**src/rtl/fetch_unit_if.sv**
```systemverilog
// fetch_unit_if: signal bundle between the fetch stage, instruction memory
// and decode.
//   master modport: fetch stage side (drives ImemReq/ImemAddr and the decode
//                   outputs; receives imem responses, consume and redirects).
//   slave  modport: environment side (imem + decode/control).
interface fetch_unit_if #(
    parameter int unsigned XLEN = 32
);
    // instruction memory request/response
    logic            ImemReq;
    logic [XLEN-1:0] ImemAddr;
    logic            ImemReady;
    logic            ImemRspValid;
    logic [XLEN-1:0] ImemRdata;
    // decode handshake
    logic            InstrValid;
    logic            InstrReady;
    logic [XLEN-1:0] Instr;
    logic [XLEN-1:0] PC;
    logic [XLEN-1:0] PCPlus4;
    // next-PC control and redirects
    logic            PCSrc;
    logic [XLEN-1:0] PCTarget;
    logic            Flush;
    logic [XLEN-1:0] FlushPC;
    // status
    logic            MisalignErr;
    logic [31:0]     InstRetCnt;

    modport master (
        output ImemReq, ImemAddr, InstrValid, Instr, PC, PCPlus4,
               MisalignErr, InstRetCnt,
        input  ImemReady, ImemRspValid, ImemRdata, InstrReady,
               PCSrc, PCTarget, Flush, FlushPC
    );

    modport slave (
        input  ImemReq, ImemAddr, InstrValid, Instr, PC, PCPlus4,
               MisalignErr, InstRetCnt,
        output ImemReady, ImemRspValid, ImemRdata, InstrReady,
               PCSrc, PCTarget, Flush, FlushPC
    );
endinterface

```
**src/rtl/fetch_unit.sv**
```systemverilog
// fetch_unit: RV32 instruction fetch stage. Holds the PC, issues one
// outstanding imem request at a time and hands Instr/PC/PCPlus4 to decode
// over a valid/ready handshake. Flush redirects with highest priority;
// a misaligned next PC halts fetch until the next Flush.
// Ports:
//   clk   - core clock, rising edge
//   rst_n - asynchronous active-low reset
//   bus   - fetch_unit_if.master (imem bus, decode handshake, redirects)
// Optional feature: define FETCH_PERF_CNT_EN to build the retired
// instruction counter (InstRetCnt); otherwise InstRetCnt is tied to 0.
module fetch_unit #(
    parameter int unsigned     XLEN     = 32,
    parameter logic [XLEN-1:0] RESET_PC = '0
) (
    input  logic          clk,
    input  logic          rst_n,
    fetch_unit_if.master  bus
);
    localparam logic [XLEN-1:0] NOP_INSTR = XLEN'(32'h0000_0013);
    localparam logic [XLEN-1:0] PC_STEP   = XLEN'(4);

    typedef enum logic [1:0] {
        S_FETCH,
        S_WAIT,
        S_VALID,
        S_HALT
    } state_e;

    state_e          state_q, state_d;
    logic [XLEN-1:0] pc_q, pc_d;
    logic [XLEN-1:0] pc_plus4_q, pc_plus4_d;
    logic [XLEN-1:0] instr_q, instr_d;
    logic            req_q, req_d;
    logic            valid_q, valid_d;
    logic            misalign_q, misalign_d;
    logic            discard_q, discard_d;

    logic            accept_c;
    logic            consume_c;
    logic [XLEN-1:0] next_pc_c;

    // alignment bits of redirect addresses are dropped by design
    logic unused_bits_c;
    assign unused_bits_c = ^{bus.FlushPC[1:0], bus.PCTarget[0]};

    // state and registered outputs
    always_ff @(posedge clk or negedge rst_n) begin
        if (!rst_n) begin
            state_q    <= S_FETCH;
            pc_q       <= RESET_PC;
            pc_plus4_q <= RESET_PC + PC_STEP;
            instr_q    <= NOP_INSTR;
            req_q      <= 1'b0;
            valid_q    <= 1'b0;
            misalign_q <= 1'b0;
            discard_q  <= 1'b0;
        end else begin
            state_q    <= state_d;
            pc_q       <= pc_d;
            pc_plus4_q <= pc_plus4_d;
            instr_q    <= instr_d;
            req_q      <= req_d;
            valid_q    <= valid_d;
            misalign_q <= misalign_d;
            discard_q  <= discard_d;
        end
    end

    // next-state and next-output logic
    always_comb begin
        state_d    = state_q;
        pc_d       = pc_q;
        instr_d    = instr_q;
        discard_d  = discard_q;
        misalign_d = 1'b0;

        // req_q is only ever high in FETCH, so this is the imem handshake
        accept_c  = req_q & bus.ImemReady;
        consume_c = valid_q & bus.InstrReady;
        next_pc_c = bus.PCSrc ? {bus.PCTarget[XLEN-1:1], 1'b0} : pc_plus4_q;

        if (bus.Flush) begin
            pc_d = {bus.FlushPC[XLEN-1:2], 2'b00};
            unique case (state_q)
                S_FETCH: begin
                    // an accepted request still returns data: drop it
                    if (accept_c) begin
                        discard_d = 1'b1;
                        state_d   = S_WAIT;
                    end
                end
                S_WAIT: begin
                    if (bus.ImemRspValid) begin
                        discard_d = 1'b0;
                        state_d   = S_FETCH;
                    end else begin
                        discard_d = 1'b1;
                    end
                end
                default: state_d = S_FETCH;
            endcase
        end else begin
            unique case (state_q)
                S_FETCH: begin
                    if (accept_c) begin
                        state_d = S_WAIT;
                    end
                end
                S_WAIT: begin
                    if (bus.ImemRspValid) begin
                        if (discard_q) begin
                            discard_d = 1'b0;
                            state_d   = S_FETCH;
                        end else begin
                            instr_d = bus.ImemRdata;
                            state_d = S_VALID;
                        end
                    end
                end
                S_VALID: begin
                    if (consume_c) begin
                        if (next_pc_c[1]) begin
                            misalign_d = 1'b1;
                            state_d    = S_HALT;
                        end else begin
                            pc_d    = next_pc_c;
                            state_d = S_FETCH;
                        end
                    end
                end
                default: state_d = S_HALT;
            endcase
        end

        pc_plus4_d = pc_d + PC_STEP;
        req_d      = (state_d == S_FETCH);
        valid_d    = (state_d == S_VALID);
    end

    assign bus.ImemReq     = req_q;
    assign bus.ImemAddr    = pc_q;
    assign bus.InstrValid  = valid_q;
    assign bus.Instr       = instr_q;
    assign bus.PC          = pc_q;
    assign bus.PCPlus4     = pc_plus4_q;
    assign bus.MisalignErr = misalign_q;

`ifdef FETCH_PERF_CNT_EN
    // retired-instruction counter; a flushed consume does not retire
    logic [31:0] ret_cnt_q;

    always_ff @(posedge clk or negedge rst_n) begin
        if (!rst_n) begin
            ret_cnt_q <= '0;
        end else if (consume_c && !bus.Flush) begin
            ret_cnt_q <= ret_cnt_q + 32'd1;
        end
    end

    assign bus.InstRetCnt = ret_cnt_q;
`else
    assign bus.InstRetCnt = '0;
`endif
endmodule

```
**src/flat_wrapper.sv**
```systemverilog
// flat-port wrapper written by rule: the top's interface ports become plain ports
module fetch_unit_flat 
#(
    parameter int unsigned     XLEN     = 32,
    parameter logic [XLEN-1:0] RESET_PC = '0
)
  (clk, rst_n, bus_ImemReq, bus_ImemAddr, bus_InstrValid, bus_Instr, bus_PC, bus_PCPlus4, bus_MisalignErr, bus_InstRetCnt, bus_ImemReady, bus_ImemRspValid, bus_ImemRdata, bus_InstrReady, bus_PCSrc, bus_PCTarget, bus_Flush, bus_FlushPC);
  fetch_unit_if #(.XLEN(XLEN)) bus_i ();
  input  logic clk;
  input  logic rst_n;
  output wire logic [$bits(bus_i.ImemReq)-1:0] bus_ImemReq;
  output wire logic [$bits(bus_i.ImemAddr)-1:0] bus_ImemAddr;
  output wire logic [$bits(bus_i.InstrValid)-1:0] bus_InstrValid;
  output wire logic [$bits(bus_i.Instr)-1:0] bus_Instr;
  output wire logic [$bits(bus_i.PC)-1:0] bus_PC;
  output wire logic [$bits(bus_i.PCPlus4)-1:0] bus_PCPlus4;
  output wire logic [$bits(bus_i.MisalignErr)-1:0] bus_MisalignErr;
  output wire logic [$bits(bus_i.InstRetCnt)-1:0] bus_InstRetCnt;
  input wire logic [$bits(bus_i.ImemReady)-1:0] bus_ImemReady;
  input wire logic [$bits(bus_i.ImemRspValid)-1:0] bus_ImemRspValid;
  input wire logic [$bits(bus_i.ImemRdata)-1:0] bus_ImemRdata;
  input wire logic [$bits(bus_i.InstrReady)-1:0] bus_InstrReady;
  input wire logic [$bits(bus_i.PCSrc)-1:0] bus_PCSrc;
  input wire logic [$bits(bus_i.PCTarget)-1:0] bus_PCTarget;
  input wire logic [$bits(bus_i.Flush)-1:0] bus_Flush;
  input wire logic [$bits(bus_i.FlushPC)-1:0] bus_FlushPC;
  assign bus_ImemReq = bus_i.ImemReq;
  assign bus_ImemAddr = bus_i.ImemAddr;
  assign bus_InstrValid = bus_i.InstrValid;
  assign bus_Instr = bus_i.Instr;
  assign bus_PC = bus_i.PC;
  assign bus_PCPlus4 = bus_i.PCPlus4;
  assign bus_MisalignErr = bus_i.MisalignErr;
  assign bus_InstRetCnt = bus_i.InstRetCnt;
  assign bus_i.ImemReady = bus_ImemReady;
  assign bus_i.ImemRspValid = bus_ImemRspValid;
  assign bus_i.ImemRdata = bus_ImemRdata;
  assign bus_i.InstrReady = bus_InstrReady;
  assign bus_i.PCSrc = bus_PCSrc;
  assign bus_i.PCTarget = bus_PCTarget;
  assign bus_i.Flush = bus_Flush;
  assign bus_i.FlushPC = bus_FlushPC;
  fetch_unit #(.XLEN(XLEN), .RESET_PC(RESET_PC)) u_core (.clk(clk), .rst_n(rst_n), .bus(bus_i));
endmodule
```
**config.mk**
```make
export PLATFORM = sky130hd
export DESIGN_NAME = fetch_unit_flat
export DESIGN_NICKNAME = d
export VERILOG_FILES = /design/src/rtl/fetch_unit_if.sv /design/src/rtl/fetch_unit.sv /design/src/flat_wrapper.sv
export SDC_FILE = /design/constraint.sdc
export NUM_CORES = 1
export LEC_CHECK = 0
export CAP_MARGIN = 5
export CORE_MARGIN = 10
export CORE_UTILIZATION = 41
export CTS_CLUSTER_SIZE = 10
export DETAILED_ROUTE_END_ITERATION = 8
export PLACE_DENSITY = 0.81
export SKIP_LAST_GASP = 1
export SLEW_MARGIN = 5
export SYNTH_ARGS = -nofsm -noshare
export SYNTH_HDL_FRONTEND = slang
export SYNTH_SLANG_ARGS = --single-unit
```
**constraint.sdc**
```tcl
create_clock -name clk -period 2.7 [get_ports clk]
set_clock_uncertainty 0.05 [all_clocks]
set_input_delay 0.405 -clock clk [delete_from_list [all_inputs] [get_ports clk]]
set_output_delay 0.405 -clock clk [all_outputs]
set_load 0.01 [all_outputs]
```
==> run_results.csv, run 1 <==
group,metric,value,unit
worst_setup_path,worst_ep_arrival_time,2.80,ns
placed_design,hpwlAfterDp,13900,um
clock_network,tritoncts,"built",
finish,final_common_cell,"sky130_fd_sc_hd__clkdlybuf4s50_1",
power_and_ir_drop,worst_ir_drop_vdd,0.478,mV
finish,final_util,67.3,%
drt,number_of_drc_violations_after_detailed_routing,0,
clock_network,clock_path_buffers,2,
timing,post-route-period-util,97.5,%
timing,finalWorstSetupSlack,0.0669,ns
drt,number_of_routed_nets_with_antenna_violations,0,
drt,via_count,4396,
global_routing,globalRouteOverflowTotal,0,
yosys,synth.yosys.seq_area_share,45.7,%
finish,syn2layout_area_growth,59.3,%
timing,worst_slew_margin_rel,53.6,%
drt,totalWireLength,17800,um
floorplan,initial_core_util,42.2,%
floorplan,fp.dieW,134,um
yosys,ys.warnings.count,0,
worst_setup_path,critPathKind,"flip-flop to flip-flop",
power_and_ir_drop,cell_pwr_density,638,mW/mm^2
timing,max_slew.worst_pin.slew,0.695,ns
global_routing,grt_usage,19.0,%
drt,wire_per_inst,19.6,um
yosys,synth_async_reset_ratio,100,%
global_routing,grt_max_degree,61,
yosys,synthesis.area_per_instance,11.5,um^2
finish,layout_common_cells,"219 x sky130_fd_sc_hd__clkdlybuf4s50_1, 94 x sky130_fd_sc_hd__dfrtp_1, 79 x sky130_fd_sc_hd__buf_4",
drt,drt_pass1_iterations,4,
yosys,count_of_mapped_cells_out_of_synthesis,467,
clock_network,clock_latency_on_the_worst_skew_pair,0.34,ns
global_routing,global_route_wire_length_before_repair,27400,um
finish,finalNonFillerCells,911,
finish,post-route-cell-area,0.00856,mm^2
drt,post_drt_via_cell_ratio,4.83,
clock_network,clk_pin_slew_worst_paths,0.07,ns
worst_hold_path,worstHoldPathType,"flip-flop to flip-flop",
power_and_ir_drop,total_power,5.46,mW
clock_network,cts_made_buffers,9,
placed_design,numPlacedInstances,876,
timing,hold_viol,0,
worst_setup_path,cp_max_fo,11,
finish,layout.nets,837,
yosys,yosys.cell_types.count,49,
floorplan,fp.dieArea,0.0181,mm^2
worst_setup_path,critical_path.endpoint_type,"flip-flop",
status,outcome,"finished clean",
floorplan,vert_die_dim,134,um
yosys,synth_edf_count,0,
clock_network,cts_max_level,3,
placed_design,placement.io_buffers,224,
clock_network,ctsRootBufferMaster,"sky130_fd_sc_hd__clkbuf_16",
clock_network,clk_sink_count,98,
yosys,cell_area_after_synthesis,0.00537,mm^2
power_and_ir_drop,power_leakage,3.74,nW
worst_setup_path,critical_path_required,2.87,ns
finish,drive_gt1_share,26.2,%
placed_design,placement.setup.worst_slack,-0.451,ns
timing,timing.setup.tns,0,ns
placed_design,globalplace.congestion,0.844,
floorplan,core.rowCount,41,
timing,finalCriticalPeriod,2.63,ns
timing,maxSlewViolCount,0,
drt,first_iter_violations,197,
yosys,yosys_most_used_dff,"sky130_fd_sc_hd__dfrtp_1",
global_routing,number_of_antenna_violations_at_the_first_check_in_global_routing,1,
placed_design,postPlaceCellArea,0.00784,mm^2
flow_run,max-cap-violations,0,
yosys,synth-seq-cells,98,
timing,timing.hold.ws,0.447,ns
global_routing,first_global_vias,4969,
timing,timing.fmax,380,MHz
floorplan,design.portCount,266,
floorplan,floorplan.core_area,0.0127,mm^2
timing,setup_viol_count_final,0,
worst_setup_path,critPathLaunchType,"flip-flop",
-- layout make-up --
class | count | area (um^2)
Multi-Input combinational cell | 289 | 2480
Sequential cell | 98 | 2460
Antenna cell | 1 | 2.50
Clock inverter | 5 | 78.8
Tap cell | 172 | 215
Clock buffer | 11 | 243
Fill cell | 979 | 4170
Timing Repair Buffer | 311 | 2990
Inverter | 24 | 90.1
-- what timing repair did --
action,in CTS,in global routing
buffers inserted,5,12
hold endpoints to repair,7,0
pin swaps,6,20
hold buffers,1,0
gates cloned,0,1
setup endpoints to repair,10,20
resized for setup,8,30
-- sequential cells by signal, indices dropped and copies added, names as in the netlist --
register,count
u_core.state_q,2
u_core.bus.InstrValid,1
u_core.bus.MisalignErr,1
u_core.discard_q,1
u_core.bus.PCPlus4,30
u_core.bus.ImemAddr,30
u_core.bus.Instr,32
u_core.bus.ImemReq,1
-- synthesized netlist by cell type, types with 6 or more instances --
cell                        n  area share [%]
sky130_fd_sc_hd__nor4_2    10             2.3
sky130_fd_sc_hd__a221oi_1  14             2.3
sky130_fd_sc_hd__nor3_1     9            0.84
sky130_fd_sc_hd__buf_2      7            0.65
sky130_fd_sc_hd__dfrtp_1   94              44
sky130_fd_sc_hd__nor4_1    17             2.0
sky130_fd_sc_hd__buf_4     72              10
sky130_fd_sc_hd__inv_1     24             1.7
sky130_fd_sc_hd__xnor2_1   20             3.3
sky130_fd_sc_hd__nor2_1    19             1.3
sky130_fd_sc_hd__buf_6      9             1.9
sky130_fd_sc_hd__mux2_2    33             6.9
sky130_fd_sc_hd__mux2i_1   25             4.7
sky130_fd_sc_hd__a221oi_2   8             2.2
sky130_fd_sc_hd__nand2_1   14            0.98
sky130_fd_sc_hd__nor2b_1   28             3.3
sky130_fd_sc_hd__xor2_1     6            0.98
-- worst paths after layout --
kind | depth (start not counted) | endpoint | slack (ns) | from
max in group asynchronous | 3 | u_core.bus.PCPlus4[2] | 1.33 | rst_n
min in group asynchronous | 2 | u_core.bus.PCPlus4[5] | 0.53 | rst_n
max reg2reg | 10 | u_core.bus.PCPlus4[23] | 0.07 | u_core.state_q[0]
max | 10 | u_core.bus.PCPlus4[23] | 0.07 | u_core.state_q[0]
min reg2reg | 1 | u_core.discard_q | 0.45 | u_core.discard_q
min | 1 | u_core.discard_q | 0.45 | u_core.discard_q
-- cell families after synthesis --
kind of cell	synth area share, %
compound gates	7.83
xor+xnor	4.24
fa+ha+maj	0.233
buf+inv	14.6
flops	45.7
mux	11.6
other cells	0.0698
simple gates	15.7
-- worst max-delay path: stages, from the launching register on --
cell,delay (ns)
sky130_fd_sc_hd__dfrtp_1,0.38
sky130_fd_sc_hd__nand3b_4,0.27
sky130_fd_sc_hd__or2_4,0.32
sky130_fd_sc_hd__buf_12,0.15
sky130_fd_sc_hd__a221oi_1,0.60
sky130_fd_sc_hd__nor4_4,0.09
sky130_fd_sc_hd__buf_4,0.17
sky130_fd_sc_hd__nand4_4,0.14
sky130_fd_sc_hd__buf_4,0.15
sky130_fd_sc_hd__nor2_1,0.04
sky130_fd_sc_hd__xor2_1,0.13
-- routing by layer --
layer	vias to the layer above	routed length (um)	global-route usage, %	share of wire, %
met5	-	0	0	0
met4	0	251	5.44	1.4
met3	14	1550	7.16	8.7
met2	169	9390	34.0	53
met1	2163	6630	20.4	37
li1	2050	-	-	-
-- where the power goes --
group          internal (mW)  switching [mW]
Clock                  0.836           0.534
Sequential              1.83           0.209
Combinational           1.21           0.836
(Power assumes the default switching activity.)
==> inputs of run 2 (changes only) <==
--- a/config.mk
+++ b/config.mk
@@ -5,7 +5,6 @@
 export SDC_FILE = /design/constraint.sdc
 export NUM_CORES = 1
 export LEC_CHECK = 0
-export CAP_MARGIN = 5
 export CORE_MARGIN = 10
 export CORE_UTILIZATION = 41
 export CTS_CLUSTER_SIZE = 10
==> results of run 2 <==
Same layout as run 1: the final DEF is identical, and so are final timing and power.
==> inputs of run 3 (changes only) <==
--- a/config.mk
+++ b/config.mk
@@ -9,6 +9,7 @@
 export CORE_UTILIZATION = 41
 export CTS_CLUSTER_SIZE = 10
 export DETAILED_ROUTE_END_ITERATION = 8
+export HOLD_SLACK_MARGIN = 0.1
 export PLACE_DENSITY = 0.81
 export SKIP_LAST_GASP = 1
 export SLEW_MARGIN = 5
==> constraint.sdc (replaced) <==
create_clock -name clk -period 2.7 [get_ports clk]
set_clock_uncertainty 0.05 [all_clocks]
set_input_delay 0.405 -clock clk [delete_from_list [all_inputs] [get_ports clk]]
set_output_delay 0.405 -clock clk [all_outputs]
set_load 0.02 [all_outputs]
==> results of run 3 <==
Same layout as run 1 (identical final DEF). Status: finished clean.
Main changes from that run: total power 5.46 mW -> 5.77 mW; worst IR drop on VDD 0.478 mV -> 0.527 mV
